$ cat src/rtl/mips_pkg.sv
// Definitions shared by the iitk_mini_mips core and its program loader:
// loader state encoding, loader error codes and the text segment base address.
package mips_pkg;

    typedef enum logic [2:0] {
        ST_IDLE,
        ST_LOAD,
        ST_FLUSH,
        ST_RUN,
        ST_HALT
    } ldr_state_t;

    localparam logic [1:0] ERR_NONE    = 2'd0;
    localparam logic [1:0] ERR_BAD_LEN = 2'd1;
    localparam logic [1:0] ERR_TIMEOUT = 2'd2;
    localparam logic [1:0] ERR_STRAY   = 2'd3;

    localparam logic [31:0] TEXT_BASE = 32'h0040_0000;

endpackage

$ cat src/rtl/loader_watchdog.sv
// RUN-cycle counter (saturating) plus timeout detect; count is registered, timeout is a
// same-cycle flag for the FSM. No handshake, never stalls.
module loader_watchdog #(
    parameter int unsigned TIMEOUT_CYC = 65535
) (
    input  logic        clk,
    input  logic        reset,
    input  logic        clear_i,
    input  logic        run_i,
    output logic [31:0] run_cycles_o,
    output logic        timeout_o
);

    logic [31:0] cnt_q;
    logic [31:0] cnt_d;
    logic [32:0] cnt_inc;

    always_comb begin
        cnt_inc = {1'b0, cnt_q} + 33'd1;
        cnt_d   = cnt_q;
        if (clear_i) begin
            cnt_d = '0;
        end else if (run_i && (cnt_q != '1)) begin
            cnt_d = cnt_inc[31:0];
        end
    end

    always_ff @(posedge clk or posedge reset) begin
        if (reset) begin
            cnt_q <= '0;
        end else begin
            cnt_q <= cnt_d;
        end
    end

    assign run_cycles_o = cnt_q;
    // Fires on the RUN cycle that brings the count to the limit, so HALT shows exactly TIMEOUT_CYC.
    assign timeout_o = (TIMEOUT_CYC != 0) && run_i && (cnt_inc >= 33'(TIMEOUT_CYC));

endmodule

$ cat src/rtl/imem_program_loader.sv
// Streams instruction words into imem via the core init port, then runs the core until PC passes
// the program end or the watchdog expires. Write latency 1 cycle; s_ready holds off words outside LOAD.
module imem_program_loader import mips_pkg::*; #(
    parameter int unsigned DATA_W      = 32,
    parameter int unsigned ADDR_W      = 12,
    parameter logic [31:0] BASE_PC     = TEXT_BASE,
    parameter int unsigned TIMEOUT_CYC = 65535
) (
    input  logic              clk,
    input  logic              reset,
    input  logic              start,
    input  logic              abort,
    input  logic [ADDR_W:0]   length,
    input  logic              s_valid,
    input  logic [DATA_W-1:0] s_data,
    output logic              s_ready,
    output logic              mem_we,
    output logic [ADDR_W-1:0] mem_addr,
    output logic [DATA_W-1:0] mem_wdata,
    output logic              init_mode,
    output logic              cpu_reset,
    input  logic [31:0]       pc_in,
    output logic              busy,
    output logic              done,
    output logic              error,
    output logic [1:0]        err_code,
    output logic [DATA_W-1:0] checksum,
    output logic [31:0]       run_cycles
);

    localparam logic [ADDR_W:0] MAX_LEN = {1'b1, {ADDR_W{1'b0}}};
    localparam logic [ADDR_W:0] ONE     = {{ADDR_W{1'b0}}, 1'b1};

    ldr_state_t        state_q;
    logic [ADDR_W:0]   len_q;
    logic [ADDR_W:0]   count_q;
    logic              s_ready_q;
    logic              mem_we_q;
    logic [ADDR_W-1:0] mem_addr_q;
    logic [DATA_W-1:0] mem_wdata_q;
    logic              init_mode_q;
    logic              cpu_reset_q;
    logic              busy_q;
    logic              done_q;
    logic              error_q;
    logic [1:0]        err_code_q;
    logic [DATA_W-1:0] checksum_q;

    logic              len_ok;
    logic              start_ok;
    logic              accept;
    logic              stray;
    logic              timeout;
    logic [ADDR_W:0]   count_inc;
    logic [31:0]       end_pc;

    assign len_ok    = (length != '0) && (length <= MAX_LEN);
    assign start_ok  = start && !abort && len_ok &&
                       ((state_q == ST_IDLE) || (state_q == ST_HALT));
    assign accept    = s_valid && s_ready_q && (state_q == ST_LOAD);
    assign stray     = s_valid && (state_q != ST_LOAD);
    assign count_inc = count_q + ONE;
    assign end_pc    = BASE_PC + (32'(len_q) << 2);

    loader_watchdog #(
        .TIMEOUT_CYC (TIMEOUT_CYC)
    ) u_watchdog (
        .clk          (clk),
        .reset        (reset),
        .clear_i      (start_ok),
        .run_i        (state_q == ST_RUN),
        .run_cycles_o (run_cycles),
        .timeout_o    (timeout)
    );

    always_ff @(posedge clk or posedge reset) begin
        if (reset) begin
            state_q     <= ST_IDLE;
            len_q       <= '0;
            count_q     <= '0;
            s_ready_q   <= 1'b0;
            mem_we_q    <= 1'b0;
            mem_addr_q  <= '0;
            mem_wdata_q <= '0;
            init_mode_q <= 1'b1;
            cpu_reset_q <= 1'b1;
            busy_q      <= 1'b0;
            done_q      <= 1'b0;
            error_q     <= 1'b0;
            err_code_q  <= ERR_NONE;
            checksum_q  <= '0;
        end else if (abort) begin
            state_q     <= ST_IDLE;
            s_ready_q   <= 1'b0;
            mem_we_q    <= 1'b0;
            init_mode_q <= 1'b1;
            cpu_reset_q <= 1'b1;
            busy_q      <= 1'b0;
        end else begin
            // A stray word only records itself when nothing earlier is latched; later writes may override.
            if (stray && !error_q) begin
                error_q    <= 1'b1;
                err_code_q <= ERR_STRAY;
            end
            case (state_q)
                ST_IDLE, ST_HALT: begin
                    if (start) begin
                        if (len_ok) begin
                            len_q      <= length;
                            count_q    <= '0;
                            checksum_q <= '0;
                            done_q     <= 1'b0;
                            error_q    <= 1'b0;
                            err_code_q <= ERR_NONE;
                            s_ready_q  <= 1'b1;
                            busy_q     <= 1'b1;
                            state_q    <= ST_LOAD;
                        end else begin
                            error_q    <= 1'b1;
                            err_code_q <= ERR_BAD_LEN;
                        end
                    end
                end
                ST_LOAD: begin
                    mem_we_q <= accept;
                    if (accept) begin
                        mem_addr_q  <= count_q[ADDR_W-1:0];
                        mem_wdata_q <= s_data;
                        checksum_q  <= checksum_q + s_data;
                        count_q     <= count_inc;
                        if (count_inc == len_q) begin
                            s_ready_q <= 1'b0;
                            state_q   <= ST_FLUSH;
                        end
                    end
                end
                ST_FLUSH: begin
                    mem_we_q    <= 1'b0;
                    init_mode_q <= 1'b0;
                    cpu_reset_q <= 1'b0;
                    state_q     <= ST_RUN;
                end
                ST_RUN: begin
                    if (pc_in == end_pc) begin
                        done_q      <= 1'b1;
                        cpu_reset_q <= 1'b1;
                        init_mode_q <= 1'b1;
                        busy_q      <= 1'b0;
                        state_q     <= ST_HALT;
                    end else if (timeout) begin
                        error_q     <= 1'b1;
                        err_code_q  <= ERR_TIMEOUT;
                        cpu_reset_q <= 1'b1;
                        init_mode_q <= 1'b1;
                        busy_q      <= 1'b0;
                        state_q     <= ST_HALT;
                    end
                end
                default: state_q <= ST_IDLE;
            endcase
        end
    end

    assign s_ready   = s_ready_q;
    assign mem_we    = mem_we_q;
    assign mem_addr  = mem_addr_q;
    assign mem_wdata = mem_wdata_q;
    assign init_mode = init_mode_q;
    assign cpu_reset = cpu_reset_q;
    assign busy      = busy_q;
    assign done      = done_q;
    assign error     = error_q;
    assign err_code  = err_code_q;
    assign checksum  = checksum_q;

endmodule
$ cat config.mk
export PLATFORM = sky130hd
export DESIGN_NAME = imem_program_loader
export DESIGN_NICKNAME = d
export VERILOG_FILES = /design/src/rtl/mips_pkg.sv /design/src/rtl/loader_watchdog.sv /design/src/rtl/imem_program_loader.sv
export SDC_FILE = /design/constraint.sdc
export NUM_CORES = 1
export LEC_CHECK = 0
export CAP_MARGIN = 10
export CORE_MARGIN = 2
export CORE_UTILIZATION = 46
export CTS_CLUSTER_SIZE = 28
export DETAILED_ROUTE_END_ITERATION = 7
export GPL_TIMING_DRIVEN = 0
export PLACE_DENSITY = 0.77
export SLEW_MARGIN = 30
export SYNTH_ARGS = -nofsm -noshare
export SYNTH_HDL_FRONTEND = slang
export SYNTH_SLANG_ARGS = --single-unit
$ cat constraint.sdc
create_clock -name clk -period 4.21 [get_ports clk]
set_input_delay 0.421 -clock clk [delete_from_list [all_inputs] [get_ports clk]]
set_output_delay 0.421 -clock clk [all_outputs]
set_load 0.02 [all_outputs]
==> flow_summary.ini <==
[yosys]
synthDistinctLibCells = 82
seq_area_frac_synth = 0.416
syn_area_per_cell_sq_um = 8.75
synth_top_area_cell = dfrtp_1
yosys-top-cells-count = nand2_1 (211), dfrtp_1 (144), nor2_1 (77), o21ai_0 (67), xnor2_1 (49)
yosys_warnings = 0
synth_cells = 997
synthArstFlopShare = 1.00
ys_ff_latch = 145
synth.most_common_cell = nand2_1
synth_edf_count = 0
synth.net_count = 1114
synth.top_cell.area_share = 0.413
syn_area_sq_um = 8720
synth_flop_cell = dfrtp_1
synth_area_leaders = dfrtp_1 (41%), nand2_1 (9.1%), xnor2_1 (4.9%), ha_1 (4.9%), xor2_1 (4.5%)

[layout]
area_growth_pct = 35.4
final_cell_area_sq_um = 11800
drive_gt1_frac = 0.0770
n_antenna_cell = 0
nNetsFinal = 1337

[sta]
hold_violations = 0
layout_min_cycle_time_ns = 3.55
fmax_ghz = 0.281
fin_setup_tns_ns = 0
fin_skew_ns = 0.0137
rsz0062_at_grt = no
finalCritPeriodShare = 0.844
setup_viol_count_final = 0
worst_pin_slew_ns = 0.858
relSlewSlack = 0.424
hold_ws_ns = 0.209
fin_ws_ns = 0.657
maxSlewViolCount = 0

[grt]
grtUsageMet1 = 0.328
grt_start_max_net_pins = 28
grt-busiest-layer = met2
track_usage = 0.245
grt_pass1_wl_um = 39500
grtUsageMet2 = 0.405
grt_pass1_vias = 7845
overflow = 0
antenna_found_initial = 0
grtUsageMet3 = 0.0364

[routing]
drtIter0Drc = 479
route.detailed.drc = 0
ant_nets = 0
drtPass1Iterations = 7
viasPerCell = 5.56
finalWirelength_um = 24300
num_vias = 8151
post_drt_wl_per_cell_um = 16.5

[clocking]
cts_root_buf = clkbuf_16
post_cts_buffers = 0
cts_tree = yes
clock_latency_ns = 0.43
path_clk_slew_ns = 0.06
cts_buffer_depth = 2
numCtsBuffers = 17
h-tree-depth = 4
cts-resized-gates = 0
clock_sinks = 145
hold_buffers = 0

[job]
cap_violations = 0

[worst_setup_path]
cp_common_cell = a21oi_1
path_buf_inv = 1
r2r_cells = 12
crit_arrival_ns = 3.84
critPathKind = in -> reg
r2r_slack_ns = 0.70
cp-start-kind = primary input
cp_cell_sequence = clkdlybuf4s50_1 > ha_1 > fa_1 > a21o_1 > a221oi_2 > o41ai_1 > o311ai_1 > a21oi_1 > a211o_1 > a21oi_1 > o21ai_1 > xnor2_1 > o21ai_0
cpMaxStageDelayCell = clkdlybuf4s50_1
rr_startpoint = checksum[0]
crit_family = compound AO/OA/AOI/OAI gates
r2r_end = checksum[30]
cp_max_fo = 3
end_kind = register
worstPathRequired_ns = 4.50
max_stage_delay_ns = 0.44

[placement]
dp_hpwl_um = 18000
place_ws_ns = 0.255
io_buffers = 198
placed_area_sq_um = 11100
place.gp.congestion = 0.893

[floorplan]
die_x_um = 142
initial_core_util = 0.468
dieArea_sq_um = 20100
pin_count = 199
num_rows = 50
coreArea_sq_um = 18600
fp.dieH_um = 142

[power_and_ir_drop]
peakVddDrop_uv = 310
p_per_area_nw_per_um2 = 365
p_leak_nw = 5.25
finalPower_mw = 4.31

[worst_hold_path]
hold_class = in -> async

[run_status]
outcome = finished, final reports clean
[final cells by class]
cell class                 instances  area (sq um)
buffer                            47           204
clock buffer                      24           512
clock inverter                     8           173
fill                            1560          6830
inverter                          15          60.1
multi-input combinational        790          4830
sequential                       145          3630
tap                              234           293
timing repair buffer             204          2110
[worst max-delay path by stage]
stage,startpoint,slack (ns),endpoint,cells past startpoint
after floorplan,checksum[0],1.08,checksum[30],12
after global placement,s_data[0],0.26,checksum[30],13
after detailed placement,s_data[0],0.26,checksum[30],13
after CTS,s_data[0],0.66,checksum[30],13
after global routing,s_data[0],0.41,checksum[30],13
final,s_data[0],0.66,checksum[30],13
[routing by layer]
layer | part of all wire | vias to the layer above | wire length, um
met5 | 0 | - | 0
met4 | 0.023 | 0 | 551
met3 | 0.053 | 50 | 1290
met2 | 0.48 | 289 | 11700
met1 | 0.44 | 3876 | 10700
li1 | - | 3936 | -
[worst register-to-register path, delay by kind of cell (launching register included)]
family | cells | cell delay, ns
XOR/XNOR | 1 | 0.13
AO/OA/AOI/OAI | 9 | 2.18
flip-flops | 1 | 0.41
adder cells (fa/ha/maj) | 2 | 0.66
[cell families (layout without fill, tap and decap cells)]
| family | after synthesis | count (layout) | share of synthesized area |
|---|---|---|---|
| AO/OA/AOI/OAI | 193 | 193 | 0.139 |
| XOR/XNOR | 94 | 94 | 0.0944 |
| adder cells (fa/ha/maj) | 35 | 35 | 0.0511 |
| buffers and inverters | 62 | 298 | 0.0298 |
| flip-flops | 145 | 145 | 0.416 |
| multiplexers | 17 | 17 | 0.0221 |
| AND/OR/NAND/NOR | 451 | 451 | 0.247 |
[report_power, final]
part / total (mW) / switching (mW) / internal, mW
Clock: 1.74 / 0.595 / 1.15
Sequential: 1.64 / 0.116 / 1.53
Combinational: 0.924 / 0.467 / 0.457
Total: 4.31 / 1.18 / 3.13
[layout by cell type (no fill, tap or decap), types with 5 or more instances in the layout]
master and count:
mux2_2 14, nand3_1 34, buf_12 5, ha_1 34
clkbuf_1 36, nand2_1 211, nand4_1 21, o31ai_1 7
bufinv_16 5, a31oi_1 9, inv_1 13, nor2_1 77
o21ai_0 67, nor4_1 13, xor2_1 45, a21oi_1 44
dfrtp_1 144, buf_2 5, clkdlybuf4s50_1 198, a21o_1 14
nand2b_1 11, xnor2_1 49, clkbuf_8 7, and3_1 10
nor3_1 20, clkbuf_16 17, or3_1 6, nor2b_1 6
or2_2 6, a22o_1 6
[registers in the layout, indices dropped and copies added (netlist names)]
name and cells:
error 1, done 1, mem_we 1, mem_addr 12, mem_wdata 32, u_watchdog.run_cycles_o 32, state_q 3, cpu_reset 1
len_q 13, err_code 2, s_ready 1, count_q 13, checksum 32, busy 1
[stage by stage]
stage                     std cells   util
final                          1467  0.634
after global routing           1467  0.634
after CTS                      1467  0.634
after detailed placement       1435  0.597
after global placement         1429  0.590
after floorplan                 997      -
Power figures use the tool's default switching activity.
